==> src/rtl/tile_fill_ctrl_if.sv <==
`timescale 1ns/1ps
`default_nettype none
//------------------------------------------------------------------------
// tile_fill_ctrl_if : register-agent and peripheral-bus bundles used by
//                     the tile_fill_ctrl rectangle-fill engine
// Revision: 1.0
//------------------------------------------------------------------------

// 8-bit Avalon agent port: the CPU bridge is master, the fill engine is slave.
interface tile_fill_agent_if;
  logic       s_chipselect;
  logic       s_write;
  logic [2:0] s_address;
  logic [7:0] s_writedata;
  logic [7:0] s_readdata;

  modport master (
    output s_chipselect, s_write, s_address, s_writedata,
    input  s_readdata
  );
  modport slave (
    input  s_chipselect, s_write, s_address, s_writedata,
    output s_readdata
  );
endinterface

// Shared peripheral bus: the fill engine is master behind a req/gnt mux.
interface tile_fill_bus_if;
  logic        m_req;
  logic        m_gnt;
  logic        m_chipselect;
  logic        m_write;
  logic [14:0] m_address;
  logic [7:0]  m_writedata;

  modport master (
    output m_req, m_chipselect, m_write, m_address, m_writedata,
    input  m_gnt
  );
  modport slave (
    input  m_req, m_chipselect, m_write, m_address, m_writedata,
    output m_gnt
  );
endinterface

`default_nettype wire

==> src/rtl/tile_fill_ctrl.sv <==
`timescale 1ns/1ps
`default_nettype none
//------------------------------------------------------------------------
// tile_fill_ctrl : rectangle fill of the 128x64 tilemap, one byte write per
//                  granted cycle. Define TILE_FILL_WRAP_EN to wrap at the
//                  map edges instead of clipping.
// Revision: 1.0
//------------------------------------------------------------------------
module tile_fill_ctrl (
  input  wire logic         clk,
  input  wire logic         reset,
  tile_fill_agent_if.slave  s,
  tile_fill_bus_if.master   m,
  output logic              irq
);

  typedef enum logic [1:0] {
    ST_IDLE  = 2'd0,
    ST_REQ   = 2'd1,
    ST_WRITE = 2'd2,
    ST_DONE  = 2'd3
  } state_t;

  state_t state;
  state_t state_nxt;

  // Programmed registers
  logic [6:0] reg_x;
  logic [5:0] reg_y;
  logic [6:0] reg_wm1;
  logic [5:0] reg_hm1;
  logic [7:0] reg_tile;
  logic       ien;
  logic       done;

  // Working copy latched at start
  logic [6:0] fill_x;
  logic [6:0] fill_wm1;
  logic [5:0] fill_hm1;
  logic [7:0] fill_tile;
  logic [6:0] ci;
  logic [5:0] rj;
  // One extra bit on col/row flags cells past the right/bottom edge
  logic [7:0] col;
  logic [6:0] row;

  logic wr;
  logic rd;
  logic ctrl_wr;
  logic start;
  logic abort;
  logic busy;
  logic last;
  logic skip;
  logic strobe;
  logic advance;

  assign wr      = s.s_chipselect & s.s_write;
  assign rd      = s.s_chipselect & ~s.s_write;
  assign ctrl_wr = wr & (s.s_address == 3'd5);
  assign start   = ctrl_wr & s.s_writedata[0];
  assign abort   = ctrl_wr & s.s_writedata[1];
  assign busy    = (state != ST_IDLE);
  assign last    = (ci == fill_wm1) && (rj == fill_hm1);
  assign advance = (state == ST_WRITE) & m.m_gnt & ~abort;

`ifdef TILE_FILL_WRAP_EN
  logic unused_ovf;
  assign unused_ovf = col[7] | row[6];
  assign skip       = 1'b0;
`else
  assign skip = col[7] | row[6];
`endif

  // A clipped cell still spends its WRITE cycle so both builds time alike
  assign strobe = (state == ST_WRITE) & m.m_gnt & ~skip;

  always_ff @(posedge clk or posedge reset) begin
    if (reset) begin
      state <= ST_IDLE;
    end else begin
      state <= state_nxt;
    end
  end

  always_comb begin
    state_nxt = state;
    case (state)
      ST_IDLE: begin
        if (start) state_nxt = ST_REQ;
      end
      ST_REQ: begin
        if (abort)        state_nxt = ST_IDLE;
        else if (m.m_gnt) state_nxt = ST_WRITE;
      end
      ST_WRITE: begin
        if (abort)                state_nxt = ST_IDLE;
        else if (m.m_gnt && last) state_nxt = ST_DONE;
      end
      ST_DONE: begin
        state_nxt = ST_IDLE;
      end
      default: begin
        state_nxt = ST_IDLE;
      end
    endcase
  end

  always_ff @(posedge clk or posedge reset) begin
    if (reset) begin
      reg_x     <= '0;
      reg_y     <= '0;
      reg_wm1   <= '0;
      reg_hm1   <= '0;
      reg_tile  <= '0;
      ien       <= 1'b0;
      done      <= 1'b0;
      fill_x    <= '0;
      fill_wm1  <= '0;
      fill_hm1  <= '0;
      fill_tile <= '0;
      ci        <= '0;
      rj        <= '0;
      col       <= '0;
      row       <= '0;
    end else begin
      if (wr) begin
        case (s.s_address)
          3'd0:    reg_x    <= s.s_writedata[6:0];
          3'd1:    reg_y    <= s.s_writedata[5:0];
          3'd2:    reg_wm1  <= s.s_writedata[6:0];
          3'd3:    reg_hm1  <= s.s_writedata[5:0];
          3'd4:    reg_tile <= s.s_writedata;
          3'd5:    ien      <= s.s_writedata[2];
          default: ;
        endcase
      end

      if ((state == ST_IDLE) && start) begin
        fill_x    <= reg_x;
        fill_wm1  <= reg_wm1;
        fill_hm1  <= reg_hm1;
        fill_tile <= reg_tile;
        ci        <= '0;
        rj        <= '0;
        col       <= {1'b0, reg_x};
        row       <= {1'b0, reg_y};
        done      <= 1'b0;
      end else if (state == ST_DONE) begin
        done <= 1'b1;
      end else if (advance) begin
        if (ci == fill_wm1) begin
          ci  <= '0;
          rj  <= rj + 6'd1;
          col <= {1'b0, fill_x};
          row <= row + 7'd1;
        end else begin
          ci  <= ci + 7'd1;
          col <= col + 8'd1;
        end
      end
    end
  end

  always_comb begin
    s.s_readdata = 8'h00;
    if (rd) begin
      case (s.s_address)
        3'd0:    s.s_readdata = {1'b0, reg_x};
        3'd1:    s.s_readdata = {2'b00, reg_y};
        3'd2:    s.s_readdata = {1'b0, reg_wm1};
        3'd3:    s.s_readdata = {2'b00, reg_hm1};
        3'd4:    s.s_readdata = reg_tile;
        3'd5:    s.s_readdata = {5'b00000, ien, done, busy};
        default: s.s_readdata = 8'h00;
      endcase
    end
  end

  assign m.m_req        = (state == ST_REQ) | (state == ST_WRITE);
  assign m.m_chipselect = strobe;
  assign m.m_write      = strobe;
  assign m.m_address    = strobe ? {2'b00, row[5:0], col[6:0]} : 15'h0000;
  assign m.m_writedata  = strobe ? fill_tile : 8'h00;
  assign irq            = done & ien;

endmodule

`default_nettype wire

==> src/flat_wrapper.sv <==
// flat-port wrapper written by rule: the top's interface ports become plain ports
module tile_fill_ctrl_flat 
  (clk, reset, irq, s_s_chipselect, s_s_write, s_s_address, s_s_writedata, s_s_readdata, m_m_req, m_m_chipselect, m_m_write, m_m_address, m_m_writedata, m_m_gnt);
  tile_fill_agent_if s_i ();
  tile_fill_bus_if m_i ();
  input  wire logic clk;
  input  wire logic reset;
  output logic irq;
  input wire logic [$bits(s_i.s_chipselect)-1:0] s_s_chipselect;
  input wire logic [$bits(s_i.s_write)-1:0] s_s_write;
  input wire logic [$bits(s_i.s_address)-1:0] s_s_address;
  input wire logic [$bits(s_i.s_writedata)-1:0] s_s_writedata;
  output wire logic [$bits(s_i.s_readdata)-1:0] s_s_readdata;
  output wire logic [$bits(m_i.m_req)-1:0] m_m_req;
  output wire logic [$bits(m_i.m_chipselect)-1:0] m_m_chipselect;
  output wire logic [$bits(m_i.m_write)-1:0] m_m_write;
  output wire logic [$bits(m_i.m_address)-1:0] m_m_address;
  output wire logic [$bits(m_i.m_writedata)-1:0] m_m_writedata;
  input wire logic [$bits(m_i.m_gnt)-1:0] m_m_gnt;
  assign s_i.s_chipselect = s_s_chipselect;
  assign s_i.s_write = s_s_write;
  assign s_i.s_address = s_s_address;
  assign s_i.s_writedata = s_s_writedata;
  assign s_s_readdata = s_i.s_readdata;
  assign m_m_req = m_i.m_req;
  assign m_m_chipselect = m_i.m_chipselect;
  assign m_m_write = m_i.m_write;
  assign m_m_address = m_i.m_address;
  assign m_m_writedata = m_i.m_writedata;
  assign m_i.m_gnt = m_m_gnt;
  tile_fill_ctrl u_core (.clk(clk), .reset(reset), .s(s_i), .m(m_i), .irq(irq));
endmodule
==> config.mk <==
export PLATFORM = sky130hd
export DESIGN_NAME = tile_fill_ctrl_flat
export DESIGN_NICKNAME = d
export VERILOG_FILES = /design/src/rtl/tile_fill_ctrl_if.sv /design/src/rtl/tile_fill_ctrl.sv /design/src/flat_wrapper.sv
export SDC_FILE = /design/constraint.sdc
export NUM_CORES = 1
export LEC_CHECK = 0
export BUFFER_PORTS_ARGS = -buffer_cell sky130_fd_sc_hd__buf_2
export CAP_MARGIN = 20
export CORE_MARGIN = 1.5
export CORE_UTILIZATION = 54
export CTS_BUF_LIST = sky130_fd_sc_hd__clkbuf_16
export DETAILED_ROUTE_END_ITERATION = 10
export PLACE_DENSITY = 0.77
export SYNTH_ARGS = -nofsm -noshare
export SYNTH_HDL_FRONTEND = slang
export SYNTH_SLANG_ARGS = --single-unit
==> constraint.sdc <==
create_clock -name clk -period 2.7 [get_ports clk]
set_clock_uncertainty 0.2 [all_clocks]
set_input_delay 0 -clock clk [delete_from_list [all_inputs] [get_ports clk]]
set_output_delay 0 -clock clk [all_outputs]
set_load 0.02 [all_outputs]
==> impl_metrics.yaml <==
outcome:
  outcome: "complete, no violations"
cts:
  clockRootBuffer: "sky130_fd_sc_hd__clkbuf_16"
  clock_sink_count: 94
  clock_tree.buffer_depth: 2
  clock_pin_slew_on_the_worst_setup_and_hold_paths_ns: 0.07
  cts-htree-levels: 3
  clk_latency_ns: 0.34
  cts_inserted_buffers: 9
  cts_tree: "yes"
logic_synthesis:
  seq_area_frac_synth_pct: 46.10
  netlist_instances: 533
  ys_top_cells_by_area: "sky130_fd_sc_hd__dfrtp_1 46%, sky130_fd_sc_hd__nand2_1 7.8%, sky130_fd_sc_hd__mux2_2 7.5%"
  netlist.area_leader.share_pct: 46.10
  cell_with_the_most_instances_after_synthesis: "sky130_fd_sc_hd__nand2_1"
  number_of_synthesized_register_bits: 94
  ys_dominant_reg_cell: "sky130_fd_sc_hd__dfrtp_1"
  synth_top_cells_by_count: "106 x sky130_fd_sc_hd__nand2_1, 94 x sky130_fd_sc_hd__dfrtp_1, 34 x sky130_fd_sc_hd__mux2_2"
  synthArstFlopShare_pct: 100.0
  synth.cell_area_sq_mm: 0.005102
  number_of_flops_mapped_to_enable_cells_by_yosys: 0
  avgSynthCellArea_sq_um: 9.573
  synthDistinctLibCells: 59
  ys.warnings.count: 0
  synth_area_leader_cell: "sky130_fd_sc_hd__dfrtp_1"
sta:
  min_period_over_period_pct: 94.18
  setup-tns-final_ns: 0
  final_hold_viol_count: 0
  setup_viol: 0
  achievable_freq_mhz: 393.3
  final_max_slew_violation_count: 0
  grt_setup_unrepaired: "false"
  tightestPinTransition_ns: 0.9340
  final_critical_path_setup_slack_ns: 0.1571
  relative_max_transition_margin_pct: 37.66
  min_period_ns: 2.543
die:
  fp.dieArea_sq_mm: 0.01004
  io_pins: 51
  row_count: 35
  core-area_sq_mm: 0.009196
  die_w_um: 100.2
  die_h_um: 100.2
  effective_utilization_at_floorplan_pct: 55.48
layout:
  antennaDiodeCount: 0
  nNetsFinal: 622
  fill_cells: 743
  area.growth.synth_to_final_pct: 16.99
  post_route_cells_drive_above_1_share_pct: 21.56
routing:
  route.antenna.remaining_nets: 0
  top_layer: "met4"
  drcViolationCount: 0
  detailroute.via_count: 4343
  detail_route.wirelength_um: 13480
  wl_met2_um: 6500
  drt-initial-drc-count: 246
  drt_first_pass_iters: 5
  wl_met3_um: 959
  avgViaCountPerCell: 6.083
  wl_per_cell_um: 18.87
  met1_length_um: 5816
placement:
  pre_cts_ws_ns: 0.1736
  hpwlAfterDp_um: 9445
  gpl.final_weighted_congestion: 0.9695
  io_buffers: 48
grt:
  grtUsageTotal_pct: 28.34
  grt.overflow.total: 0
  grt_start_max_net_pins: 56
  number_of_global_route_vias_before_repair: 4184
  grt_antenna_before_repair: 0
  first_pass_grt_wire_length_um: 21850
critical_path:
  r2r_setup_slack_ns: 0.16
  timing_worst_setup_path_type: "reg2reg"
  crit_path_required_time_ns: 2.77
  setup.worst_path.start_class: "flip-flop"
  worst-endpoint-arrival_ns: 2.62
  worst_r2r_startpoint: "u_core.state[1]"
  worst_r2r_endpoint: "u_core.rj[4]"
  end_kind: "flip-flop"
  critical_path_peak_fanout: 16
  timing.reg2reg.worst_path_depth: 8
power:
  power.density_cell_area_mw_per_mm2: 759.6
  power_w: 0.004535
  power.leakage_nw: 2.891
  power.ir.vdd_worst_mv: 0.3899
hold_path:
  worst_hold_path.num_cells: 4
  hold_path_startpoint: "s_s_address[0]"
  min_to: "u_core.state[1]"
  hp-class: "in2reg"
job:
  maxCapViolations: 0
through the flow:
stage          util (%)  instance area [sq um]  std cells  hold slack [ns]
6_report          64.91                   5969        714          0.02625
5_1_grt           64.91                   5969        714          0.02088
4_1_cts           64.56                   5937        713        0.0006675
3_5_place_dp      59.73                   5493        681          0.03325
3_3_place_gp      59.73                   5493        681          0.03507
2_1_floorplan         -                   5106        534         -0.08316
registers in the layout (all words and copies together) (netlist names), 2 cells and up:
name / count
u_core.state: 2
u_core.row: 7
u_core.fill_tile: 8
u_core.reg_x: 7
u_core.reg_hm1: 6
u_core.reg_y: 6
u_core.fill_wm1: 7
u_core.fill_hm1: 6
u_core.reg_tile: 8
u_core.rj: 6
u_core.reg_wm1: 7
u_core.col: 8
u_core.ci: 7
u_core.fill_x: 7
placed cells by master (no fill, tap or decap), types with 10 or more instances in the layout:
cell type	n
sky130_fd_sc_hd__a21oi_1	18
sky130_fd_sc_hd__and2_1	23
sky130_fd_sc_hd__buf_2	48
sky130_fd_sc_hd__buf_4	17
sky130_fd_sc_hd__dfrtp_1	94
sky130_fd_sc_hd__dlygate4sd3_1	16
sky130_fd_sc_hd__inv_1	10
sky130_fd_sc_hd__mux2_2	34
sky130_fd_sc_hd__mux2i_1	18
sky130_fd_sc_hd__nand2_1	106
sky130_fd_sc_hd__nand3_1	17
sky130_fd_sc_hd__nor2_1	31
sky130_fd_sc_hd__o21ai_0	17
sky130_fd_sc_hd__xor2_1	12
how the worst max path moves through the flow:
stage / start / to / slack, ns / cells past startpoint
final: u_core.state[1] / u_core.rj[4] / 0.16 / 8
after global routing: u_core.state[1] / u_core.rj[3] / 0.03 / 8
after CTS: u_core.state[0] / m_m_address[9] / 0.13 / 7
after detailed placement: u_core.state[1] / u_core.rj[3] / 0.17 / 7
after global placement: u_core.state[1] / u_core.rj[3] / 0.28 / 7
after floorplan: reset / u_core.ci[0] / 0.05 / 1
critical path, stage by stage, from the launching register on:
cell	delay [ns]
sky130_fd_sc_hd__dfrtp_1	0.44
sky130_fd_sc_hd__inv_1	0.13
sky130_fd_sc_hd__ha_1	0.24
sky130_fd_sc_hd__nand3_2	0.16
sky130_fd_sc_hd__nor3_4	0.31
sky130_fd_sc_hd__a21oi_4	0.14
sky130_fd_sc_hd__buf_4	0.21
sky130_fd_sc_hd__or4b_1	0.53
sky130_fd_sc_hd__nand2_1	0.10
power by group:
part           leakage, nW  internal [W]  switching [W]
combinational         1.56      0.000561       0.000729
clock                0.137      0.000636       0.000574
sequential            1.19       0.00171       0.000328
kinds of logic (layout without fill, tap and decap cells):
kind of cell | count (synthesis) | count (layout) | synth area share, %
AND/OR/NAND/NOR | 232 | 232 | 22.58
flip-flops | 94 | 94 | 46.10
AO/OA/AOI/OAI | 88 | 88 | 11.53
multiplexers | 53 | 53 | 11.26
other | 1 | 2 | 0.07349
buffers and inverters | 40 | 109 | 3.580
XOR/XNOR | 17 | 17 | 2.918
adder cells (fa/ha/maj) | 8 | 8 | 1.962
layout make-up:
type | count | area, sq um | area share, %
inverter | 11 | 42.54 | 0.7126
multi-input combinational | 400 | 2604 | 43.62
clock inverter | 7 | 58.81 | 0.9851
timing repair buffer | 82 | 548.0 | 9.180
sequential | 94 | 2352 | 39.40
clock buffer | 9 | 225.2 | 3.773
tap | 111 | 138.9 | 2.327
timing repair:
action / CTS / global route
setup buffers: 0 / 1
resized for setup: 0 / 4
endpoints found under the setup margin: 0 / 19
hold buffers: 16 / 0
endpoints found under the hold margin: 90 / 0
layer usage:
layer	GRT usage [%]	vias up
li1	-	2011
met3	4.178	18
met1	40.21	2112
met4	10.18	0
met2	44.53	202
met5	0	-
Power figures use the tool's default switching activity.
